[src/rtl/main_fsm_pkg.sv]
// Shared encodings for the multicycle controller and datapath.
// State codes and mux select constants.
package main_fsm_pkg;

    localparam int STATE_W = 4;

    typedef logic [STATE_W-1:0] state_t;

    localparam state_t FETCH    = 4'd0;
    localparam state_t DECODE   = 4'd1;
    localparam state_t MEMADR   = 4'd2;
    localparam state_t MEMREAD  = 4'd3;
    localparam state_t MEMWB    = 4'd4;
    localparam state_t MEMWRITE = 4'd5;
    localparam state_t EXECUTER = 4'd6;
    localparam state_t EXECUTEI = 4'd7;
    localparam state_t ALUWB    = 4'd8;
    localparam state_t BRANCH   = 4'd9;

    localparam logic [1:0] SRCB_REG  = 2'b00;
    localparam logic [1:0] SRCB_IMM  = 2'b01;
    localparam logic [1:0] SRCB_FOUR = 2'b10;

    localparam logic [1:0] RES_ALUOUT    = 2'b00;
    localparam logic [1:0] RES_DATA      = 2'b01;
    localparam logic [1:0] RES_ALURESULT = 2'b10;

endpackage

[src/rtl/main_fsm_statereg.sv]
// State register for the multicycle controller.
// Asynchronous active-high reset to FETCH.
module main_fsm_statereg
    import main_fsm_pkg::*;
(
    input  logic   clk,
    input  logic   rst,
    input  state_t d,
    output state_t q
);

    always_ff @(posedge clk or posedge rst) begin
        if (rst) q <= FETCH;
        else     q <= d;
    end

endmodule

[src/rtl/main_fsm.sv]
// Multicycle main controller: next-state and Moore-style control outputs.
// Only IRWrite/NextPC (FETCH) and Illegal (DECODE) look at live inputs.
module main_fsm
    import main_fsm_pkg::*;
(
    input  logic       clk,
    input  logic       rst,
    input  logic [1:0] Op,
    input  logic [5:0] Funct,
    input  logic       MemReady,
    output logic       IRWrite,
    output logic       NextPC,
    output logic       AdrSrc,
    output logic       ALUSrcA,
    output logic [1:0] ALUSrcB,
    output logic       ALUOp,
    output logic [1:0] ResultSrc,
    output logic       RegW,
    output logic       MemW,
    output logic       Branch,
    output logic       Illegal,
    output logic [3:0] State
);

    state_t nxt;
    logic   funct_unused;

    assign funct_unused = ^Funct[4:1];

    main_fsm_statereg statereg (
        .clk (clk),
        .rst (rst),
        .d   (nxt),
        .q   (State)
    );

    always_comb begin
        nxt       = FETCH;
        IRWrite   = 1'b0;
        NextPC    = 1'b0;
        AdrSrc    = 1'b0;
        ALUSrcA   = 1'b0;
        ALUSrcB   = SRCB_REG;
        ALUOp     = 1'b0;
        ResultSrc = RES_ALUOUT;
        RegW      = 1'b0;
        MemW      = 1'b0;
        Branch    = 1'b0;
        Illegal   = 1'b0;
        unique case (State)
            FETCH: begin
                ALUSrcA   = 1'b1;
                ALUSrcB   = SRCB_FOUR;
                ResultSrc = RES_ALURESULT;
                IRWrite   = MemReady;
                NextPC    = MemReady;
                nxt       = MemReady ? DECODE : FETCH;
            end
            DECODE: begin
                ALUSrcA   = 1'b1;
                ALUSrcB   = SRCB_FOUR;
                ResultSrc = RES_ALURESULT;
                case (Op)
                    2'b00: nxt = Funct[5] ? EXECUTEI : EXECUTER;
                    2'b01: nxt = MEMADR;
                    2'b10: nxt = BRANCH;
                    2'b11: begin
                        Illegal = 1'b1;
                        nxt     = FETCH;
                    end
                    default: nxt = FETCH;
                endcase
            end
            MEMADR: begin
                ALUSrcB = SRCB_IMM;
                nxt     = Funct[0] ? MEMREAD : MEMWRITE;
            end
            MEMREAD: begin
                AdrSrc = 1'b1;
                nxt    = MemReady ? MEMWB : MEMREAD;
            end
            MEMWRITE: begin
                AdrSrc = 1'b1;
                MemW   = 1'b1;
                nxt    = MemReady ? FETCH : MEMWRITE;
            end
            MEMWB: begin
                ResultSrc = RES_DATA;
                RegW      = 1'b1;
            end
            EXECUTER: begin
                ALUOp = 1'b1;
                nxt   = ALUWB;
            end
            EXECUTEI: begin
                ALUSrcB = SRCB_IMM;
                ALUOp   = 1'b1;
                nxt     = ALUWB;
            end
            ALUWB: begin
                RegW = 1'b1;
            end
            BRANCH: begin
                ALUSrcB   = SRCB_IMM;
                ResultSrc = RES_ALURESULT;
                Branch    = 1'b1;
            end
            default: nxt = FETCH;
        endcase
    end

endmodule

[config.mk]
export PLATFORM = sky130hd
export DESIGN_NAME = main_fsm
export DESIGN_NICKNAME = d
export VERILOG_FILES = /design/src/rtl/main_fsm_pkg.sv /design/src/rtl/main_fsm_statereg.sv /design/src/rtl/main_fsm.sv
export SDC_FILE = /design/constraint.sdc
export NUM_CORES = 1
export LEC_CHECK = 0
export ABC_AREA = 1
export CORE_AREA = 2 2 39 41
export CTS_CLUSTER_SIZE = 8
export DETAILED_ROUTE_END_ITERATION = 7
export DIE_AREA = 0 0 41 43
export HOLD_SLACK_MARGIN = 0.03
export PLACE_DENSITY = 0.67
export SLEW_MARGIN = 20
export SYNTH_ARGS = -nofsm -noshare
export SYNTH_HDL_FRONTEND = slang
export SYNTH_SLANG_ARGS = --single-unit
[constraint.sdc]
create_clock -name clk -period 1.4 [get_ports clk]
set_input_delay 0.42 -clock clk [delete_from_list [all_inputs] [get_ports clk]]
set_output_delay 0.42 -clock clk [all_outputs]
set_load 0.005 [all_outputs]
-- Word-level counts from Yosys, hierarchy flattened
Index checks and enable logic that the tools add are counted.
- register bits: 4
- logic and storage cells: 39
- bits of input ports: 11
- equal/unequal tests: 12
- reduce and logical (&&, ||, !) cells: 8
- multiplexer cells: 18
- operator list (kind ; number):
    4-bit one-hot mux with 6 select lines ; 1
    4-bit by 3-bit == test with 1-bit output (second input constant) ; 4
    4-bit one-hot mux with 4 select lines ; 1
    1-bit 2-to-1 mux ; 11
    3-bit 2-to-1 mux ; 3
    4-bit by 2-bit == test with 1-bit output (second input constant) ; 2
    4-bit == test (second input constant) ; 2
    2-bit one-hot mux with 2 select lines ; 2
    2-bit OR reduction ; 4
    3-bit OR reduction ; 2
    2-bit == test (second input constant) ; 2
    4-bit by 1-bit == test with 1-bit output (second input constant) ; 1
    4-bit logical NOT ; 1
    2-bit by 1-bit == test with 1-bit output (second input constant) ; 1
    2-bit logical NOT ; 1

-- Longest topological paths before layout
Gate-level depths: netlist of run 1.
- depth after elaboration: 3
- gate-level depth with buffers: 6

-- Hierarchy
Synthesis of run 1 repeated with hierarchy kept, for this count alone.
- cells, all modules: 61
- area, all modules: 372.9 µm²
- modules (own cells, without submodules) (module ; sequential area each (µm²) ; instances ; area each (µm²) ; cells each):
    main_fsm ; 0.0 ; 1 ; 269.0 ; 56
    main_fsm_statereg ; 100.1 ; 1 ; 103.8 ; 5

-- Worst setup path after synthesis of run 1
No wires, ideal clock.
- kind: reg2out
- start: register statereg.q[3]
- end: output ALUSrcB[1]
- cell stages (with the launch flop): 5
- path buffers: 1
- arrival: 991 ps
- path slack: -11 ps
- path through: dfrtp_1 nor2_4 inv_1 nor2_1 buf_4
- longest elaborated chain between the ends: 3
- RTL lines (element ; line ; text):
    from (decl) ; main_fsm_statereg.sv:9 ; output state_t q
    from (signal assigned) ; main_fsm_statereg.sv:13 ; if (rst) q <= FETCH;
    from (signal assigned) ; main_fsm_statereg.sv:14 ; else q <= d;
    4-bit by 3-bit == test with 1-bit output, or another cell as far along ; main_fsm.sv:50 ; unique case (State)
    3-bit OR reduction (no line) or 2-bit OR reduction (tied branches) ; - ;
    2-bit one-hot mux with 2 select lines * ; main_fsm.sv:50 ;
    to (decl) ; main_fsm.sv:15 ; output logic [1:0] ALUSrcB,
Mark *: on every way between the ends. The rest lies on a longest branch, timed or not.

-- Final worst setup path of run 1
- start: register statereg.q[1]
- end: output Illegal
- longest elaborated chain between the ends: 2
- RTL lines (element ; line ; text):
    4-bit by 1-bit == test with 1-bit output ; main_fsm.sv:50 ;
    1-bit 2-to-1 mux ; main_fsm.sv:50 ;
    to (decl) ; main_fsm.sv:21 ; output logic Illegal,
No other way between the ends.

==> metrics.txt, run 1 <==
status finished with violations; failing checks negative setup slack; cts bufs inserted 3; placed cell areas 731 sq um; Antenna Cells 0; clock sinks 4; vias in the first global route 580; CTS tree done; DP Worst Slack -653 ps; final hold vios 0; drt initial violations 16; commonest non-fill, non-tap cells in the layout buf_4 (22), buf_2 (13), buf_6 (12); Worst Tran Pin Value 162 ps; kind of critical path flip-flop to output port; Max Cap Viol 0; Via Count 605; DIE HEIGHT 43 microns; detailed placer's ending HPWL 866 microns; Total GRT Usage 0.206; Area Growth Syn to Fin 159%; Worst-path clk slew 40 ps; syn nets 72; synthesized area per cell 5.91 sq um; RSZ-0062 raised after global routing true; max FFs per register 4; DIE WIDTH 41 microns; Cell Area, Synth 360 sq um; Worst Skew 4.43 ps; GRT Residual Overflow 0; routability cong. 0.818; residual DRC count 0; Pwr per Cell Area 1850 mW/mm^2; largest net degree at the start of global routing 7; clock buffer depth 2; antenna violations before repair 0; vias per cell 4.51; fmax 0.577 GHz; Tcrit/Tclk final 1.24; Ports 28; fin worst setup slack -332 ps; Leak 0.507 nW; commonest non-fill, non-tap cell in the layout buf_4; clock root buffer clkbuf_4; Setup Viol. Count Final 15; Worst Path Arrival 1310 ps; H-tree level count 1; DRT antenna net count 0; synth warn 0; synthesized instance count 61; Worst Setup End Kind output port; fin. max-slew vios 0; Biggest register statereg.q; layout filler cell count 111; Netlist cell types 14; CP Launch Type flip-flop; Initial Utilization 0.260; register area share after synthesis 0.278; #FFs+latches synth 4; Nets 131; Final min period 1730 ps; layout cells sized above 1 0.644; Critical Path RT 980 ps; Worst slew margin 0.892; Core Rows 14; reg-to-reg startpoint statereg.q[0]; routed length per instance 11.6 microns; I/O Buffers 23; drt total wl 1560 microns; worst hold path type input port to asynchronous set/reset pin; first drt pass iteration count 4; first-pass GRT wire length 2440 microns; Critical Path Fanout Max 4; Die ar. 0.00176 sq mm; Register-to-Register Setup Slack 90 ps; R2R depth 8; Clk Latency, worst-skew pair 240 ps; design area 932 sq um; r2r endpoint statereg.q[0]; area of the core 0.00138 sq mm; Max VDD drop 0.948 mV; biggest regs statereg.q x4; fin util 0.674
## where the power goes
group | total, mW | switching (mW) | internal, mW
Clock | 0.150 | 0.0542 | 0.0963
Combinational | 1.35 | 0.614 | 0.741
Sequential | 0.217 | 0.0556 | 0.161
Total | 1.72 | 0.724 | 0.998
## critical path: stages (launching register included)
cell and delay [ps]:
dfrtp_2 430, nor2_4 160, buf_6 140, nand2_4 60
nor3_4 150, buf_2 130
## layer usage
layer | part of all wire | track usage
met2 | 0.55 | 0.344
met1 | 0.36 | 0.228
met5 | 0 | 0
met4 | 0.033 | 0.153
met3 | 0.058 | 0.00524
## area by class of cell
class	count	area (sq um)	share of cell area
repair buffers	56	450	0.483
multi-input cells	41	283	0.303
flip-flops and latches	4	104	0.111
inverters	14	52.6	0.0564
clock buffers	3	22.5	0.0242
well taps	16	20.0	0.0215
## cell families (layout without fill, tap and decap cells)
group,count (synthesis),count (layout),synth area share
flops,4,4,0.278
compound gates,6,6,0.0937
buf+inv,16,73,0.187
simple gates,35,35,0.441
## cell usage after synthesis (all sizes together)
cell,n,area (sq um)
buf,2,15.0
o21ai,3,15.0
nor3,1,5.00
nand4,1,6.26
o211ai,1,7.51
inv,14,52.6
o22ai,1,6.26
nand2,10,37.5
nor2,14,65.1
a21oi,1,5.00
dfrtp,4,100
nand3,9,45.0
## through the flow
stage               TNS [ps]  hold WS, ps  power [mW]  std cells
detailed placement     -5890          614        1.13        116
finish                 -3390          365        1.72        134
floorplan                  0          186       0.563         61
global route           -4090          384        1.84        134
global placement       -5670          607        1.12        116
CTS                    -3210          353        1.58        131
## repair_timing
item,CTS,global route
gates resized for setup,88,18
setup endpoints to repair,17,16
hold buffers,0,0
pin swaps,11,3
setup buffers,13,4
## how the worst max path moves through the flow
| stage | startpoint | to | slack, ps | cells after the start |
|---|---|---|---|---|
| 2_1_floorplan | statereg.q[3] | ALUSrcB[1] | 10 | 4 |
| 3_3_place_gp | Op[1] | Illegal | -650 | 4 |
| 3_5_place_dp | MemReady | IRWrite | -650 | 4 |
| 4_1_cts | statereg.q[3] | IRWrite | -260 | 5 |
| 5_1_grt | statereg.q[1] | Illegal | -390 | 5 |
| 6_report | statereg.q[1] | Illegal | -330 | 5 |
(Power assumes the default switching activity.)
==> run 2: changes to the inputs <==
--- a/config.mk
+++ b/config.mk
@@ -6,12 +6,10 @@
 export NUM_CORES = 1
 export LEC_CHECK = 0
 export ABC_AREA = 1
-export CORE_AREA = 2 2 39 41
+export CORE_UTILIZATION = 24
 export CTS_CLUSTER_SIZE = 8
 export DETAILED_ROUTE_END_ITERATION = 7
-export DIE_AREA = 0 0 41 43
 export HOLD_SLACK_MARGIN = 0.03
-export PLACE_DENSITY = 0.67
 export SLEW_MARGIN = 20
 export SYNTH_ARGS = -nofsm -noshare
 export SYNTH_HDL_FRONTEND = slang
==> metrics.txt, run 2 (same netlist as run 1, synthesis figures left out) <==
failing checks negative setup slack (unchanged); clock sinks 4 (unchanged); DP Worst Slack -669 ps (was -653 ps); Antenna Cells 0 (unchanged); Total GRT Usage 0.193 (was 0.206); Worst Tran Pin Value 230 ps (was 162 ps); area of the multi-input gates 258 sq um (was 283 sq um); fin. max-slew vios 0 (unchanged); Ports 28 (unchanged); Worst slew margin 0.846 (was 0.892); GRT Residual Overflow 0 (unchanged); r2r endpoint statereg.q[3] (was statereg.q[0]); antenna violations before repair 0 (unchanged); DIE HEIGHT 40.8 microns (was 43 microns); biggest regs statereg.q x4 (unchanged); DIE WIDTH 40.8 microns (was 41 microns); layout cells sized above 1 0.585 (was 0.644); routed length per instance 11.1 microns (was 11.6 microns); area of the core 0.00135 sq mm (was 0.00138 sq mm); routability cong. 0.798 (was 0.818); clock buffer depth 2 (unchanged); Initial Utilization 0.267 (was 0.260); Critical Path Fanout Max 4 (unchanged); Worst Setup End Kind output port (unchanged); Critical Path RT 980 ps (about the same); Critical Path Start statereg.q[0] (was statereg.q[1]); Leak 0.508 nW (was 0.507 nW); CP Launch Type flip-flop (unchanged); cts bufs inserted 3 (unchanged); Worst-path clk slew 40 ps (about the same); Final min period 1720 ps (was 1730 ps); fmax 0.580 GHz (was 0.577 GHz); Nets 131 (unchanged); vias in the first global route 532 (was 580); drt initial violations 24 (was 16); CTS tree done (unchanged); final hold vios 0 (unchanged); CP cell instances inv_2 -> nor2_4 -> buf_6 -> nand2_4 -> nor3_2 -> buf_2 (was nor2_4 -> buf_6 -> nand2_4 -> nor3_4 -> buf_2); Register-to-Register Setup Slack 20 ps (was 90 ps); max FFs per register 4 (unchanged); RSZ-0062 raised after global routing true (unchanged); hold slack 389 ps (was 365 ps); slowest stage delay, CP 400 ps (was 430 ps); commonest non-fill, non-tap cells in the layout buf_4 (24), buf_2 (14), inv_1 (11) (was buf_4 (22), buf_2 (13), buf_6 (12)); status finished with violations (unchanged); cts-stage hold buffer count 0 (unchanged); Critical Path Sink Illegal (unchanged); I/O Buffers 23 (unchanged); H-tree level count 1 (unchanged); vias per cell 4.56 (was 4.51); Max VDD drop 1.03 mV (was 0.948 mV); commonest non-fill, non-tap cell in the layout buf_4 (unchanged); fin worst setup slack -325 ps (was -332 ps); Die ar. 0.00166 sq mm (was 0.00176 sq mm); residual DRC count 0 (unchanged); layout filler cell count 121 (was 111); Worst Path Arrival 1300 ps (was 1310 ps); Tcrit/Tclk final 1.23 (was 1.24); detailed placer's ending HPWL 880 microns (was 866 microns); first-pass GRT wire length 2060 microns (was 2440 microns); placed cell areas 722 sq um (was 731 sq um); CP max stage cell dfrtp_1 (was dfrtp_2); worst hold path type input port to asynchronous set/reset pin (unchanged); Max Cap Viol 0 (unchanged); Worst Skew 2.49 ps (was 4.43 ps); Clk Latency, worst-skew pair 230 ps (was 240 ps); Area Growth Syn to Fin 149% (was 159%); Setup Viol. Count Final 14 (was 15); Core Rows 13 (was 14); FF/Latch Area 103 sq um (was 104 sq um); DRT antenna net count 0 (unchanged); reg-to-reg startpoint statereg.q[2] (was statereg.q[0]); R2R depth 9 (was 8); Biggest register statereg.q (unchanged); largest net degree at the start of global routing 7 (unchanged); Pwr per Cell Area 1810 mW/mm^2 (was 1850 mW/mm^2); kind of critical path flip-flop to output port (unchanged); Via Count 607 (was 605); drt total wl 1470 microns (was 1560 microns); clock root buffer clkbuf_4 (unchanged); design area 896 sq um (was 932 sq um); first drt pass iteration count 4 (unchanged)
[run 2: worst min path at each step]
stage                    endpoint  slack [ps]  startpoint  depth (start not counted)
floorplan           statereg.q[0]         190         rst                          1
global route        statereg.q[2]         410         rst                          2
global placement    statereg.q[2]         610         rst                          2
finish              statereg.q[0]         390         rst                          2
CTS                 statereg.q[1]         370         rst                          2
detailed placement  statereg.q[3]         610         rst                          2
[run 2: metrics by stage]
step / total power [mW] / setup TNS, ps / utilization / cells
final: 1.62 / -3010 / 0.664 / 133
after global routing: 1.76 / -4040 / 0.664 / 133
after CTS: 1.38 / -2700 / 0.589 / 127
after detailed placement: 1.15 / -5720 / 0.535 / 114
after global placement: 1.14 / -5570 / 0.535 / 114
after floorplan: 0.563 / 0 / - / 61
[run 2: report_power, final]
part	total, mW	internal [mW]	switching [mW]
Clock	0.139	0.0956	0.0432
Sequential	0.217	0.160	0.0571
Combinational	1.27	0.709	0.560
[run 2: layer usage]
metal / track usage / vias to the layer above / part of all wire
li1: - / 303 / -
met1: 0.208 / 274 / 0.40
met2: 0.353 / 28 / 0.52
met3: 0.0163 / 2 / 0.066
met4: 0.125 / 0 / 0.010
met5: 0 / - / 0
[run 2: area by class of cell]
class,instances,area share
repair buffers,56,0.493
inverters,14,0.0587
well taps,15,0.0209
flip-flops and latches,4,0.115
multi-input cells,41,0.288
clock buffers,3,0.0251
[run 2: worst max-delay path: cells and delay by family (launching register included)]
family                 cells  cell delay [ps]
AND/OR/NAND/NOR            3              340
flip-flops                 1              400
buffers and inverters      3              330
[run 2: what timing repair did]
item	in CTS	in global routing
pin swaps	10	5
setup buffers	10	6
gates resized for setup	75	18
setup endpoints to repair	17	15
endpoints found under the hold margin	0	0
==> run 3: changes to the inputs <==
--- a/config.mk
+++ b/config.mk
@@ -10,7 +10,7 @@
 export CTS_CLUSTER_SIZE = 8
 export DETAILED_ROUTE_END_ITERATION = 7
 export HOLD_SLACK_MARGIN = 0.03
-export SLEW_MARGIN = 20
 export SYNTH_ARGS = -nofsm -noshare
 export SYNTH_HDL_FRONTEND = slang
 export SYNTH_SLANG_ARGS = --single-unit
+export TNS_END_PERCENT = 100
==> results of run 3 <==
The final DEF is identical to that of run 2; final timing and power are the same.
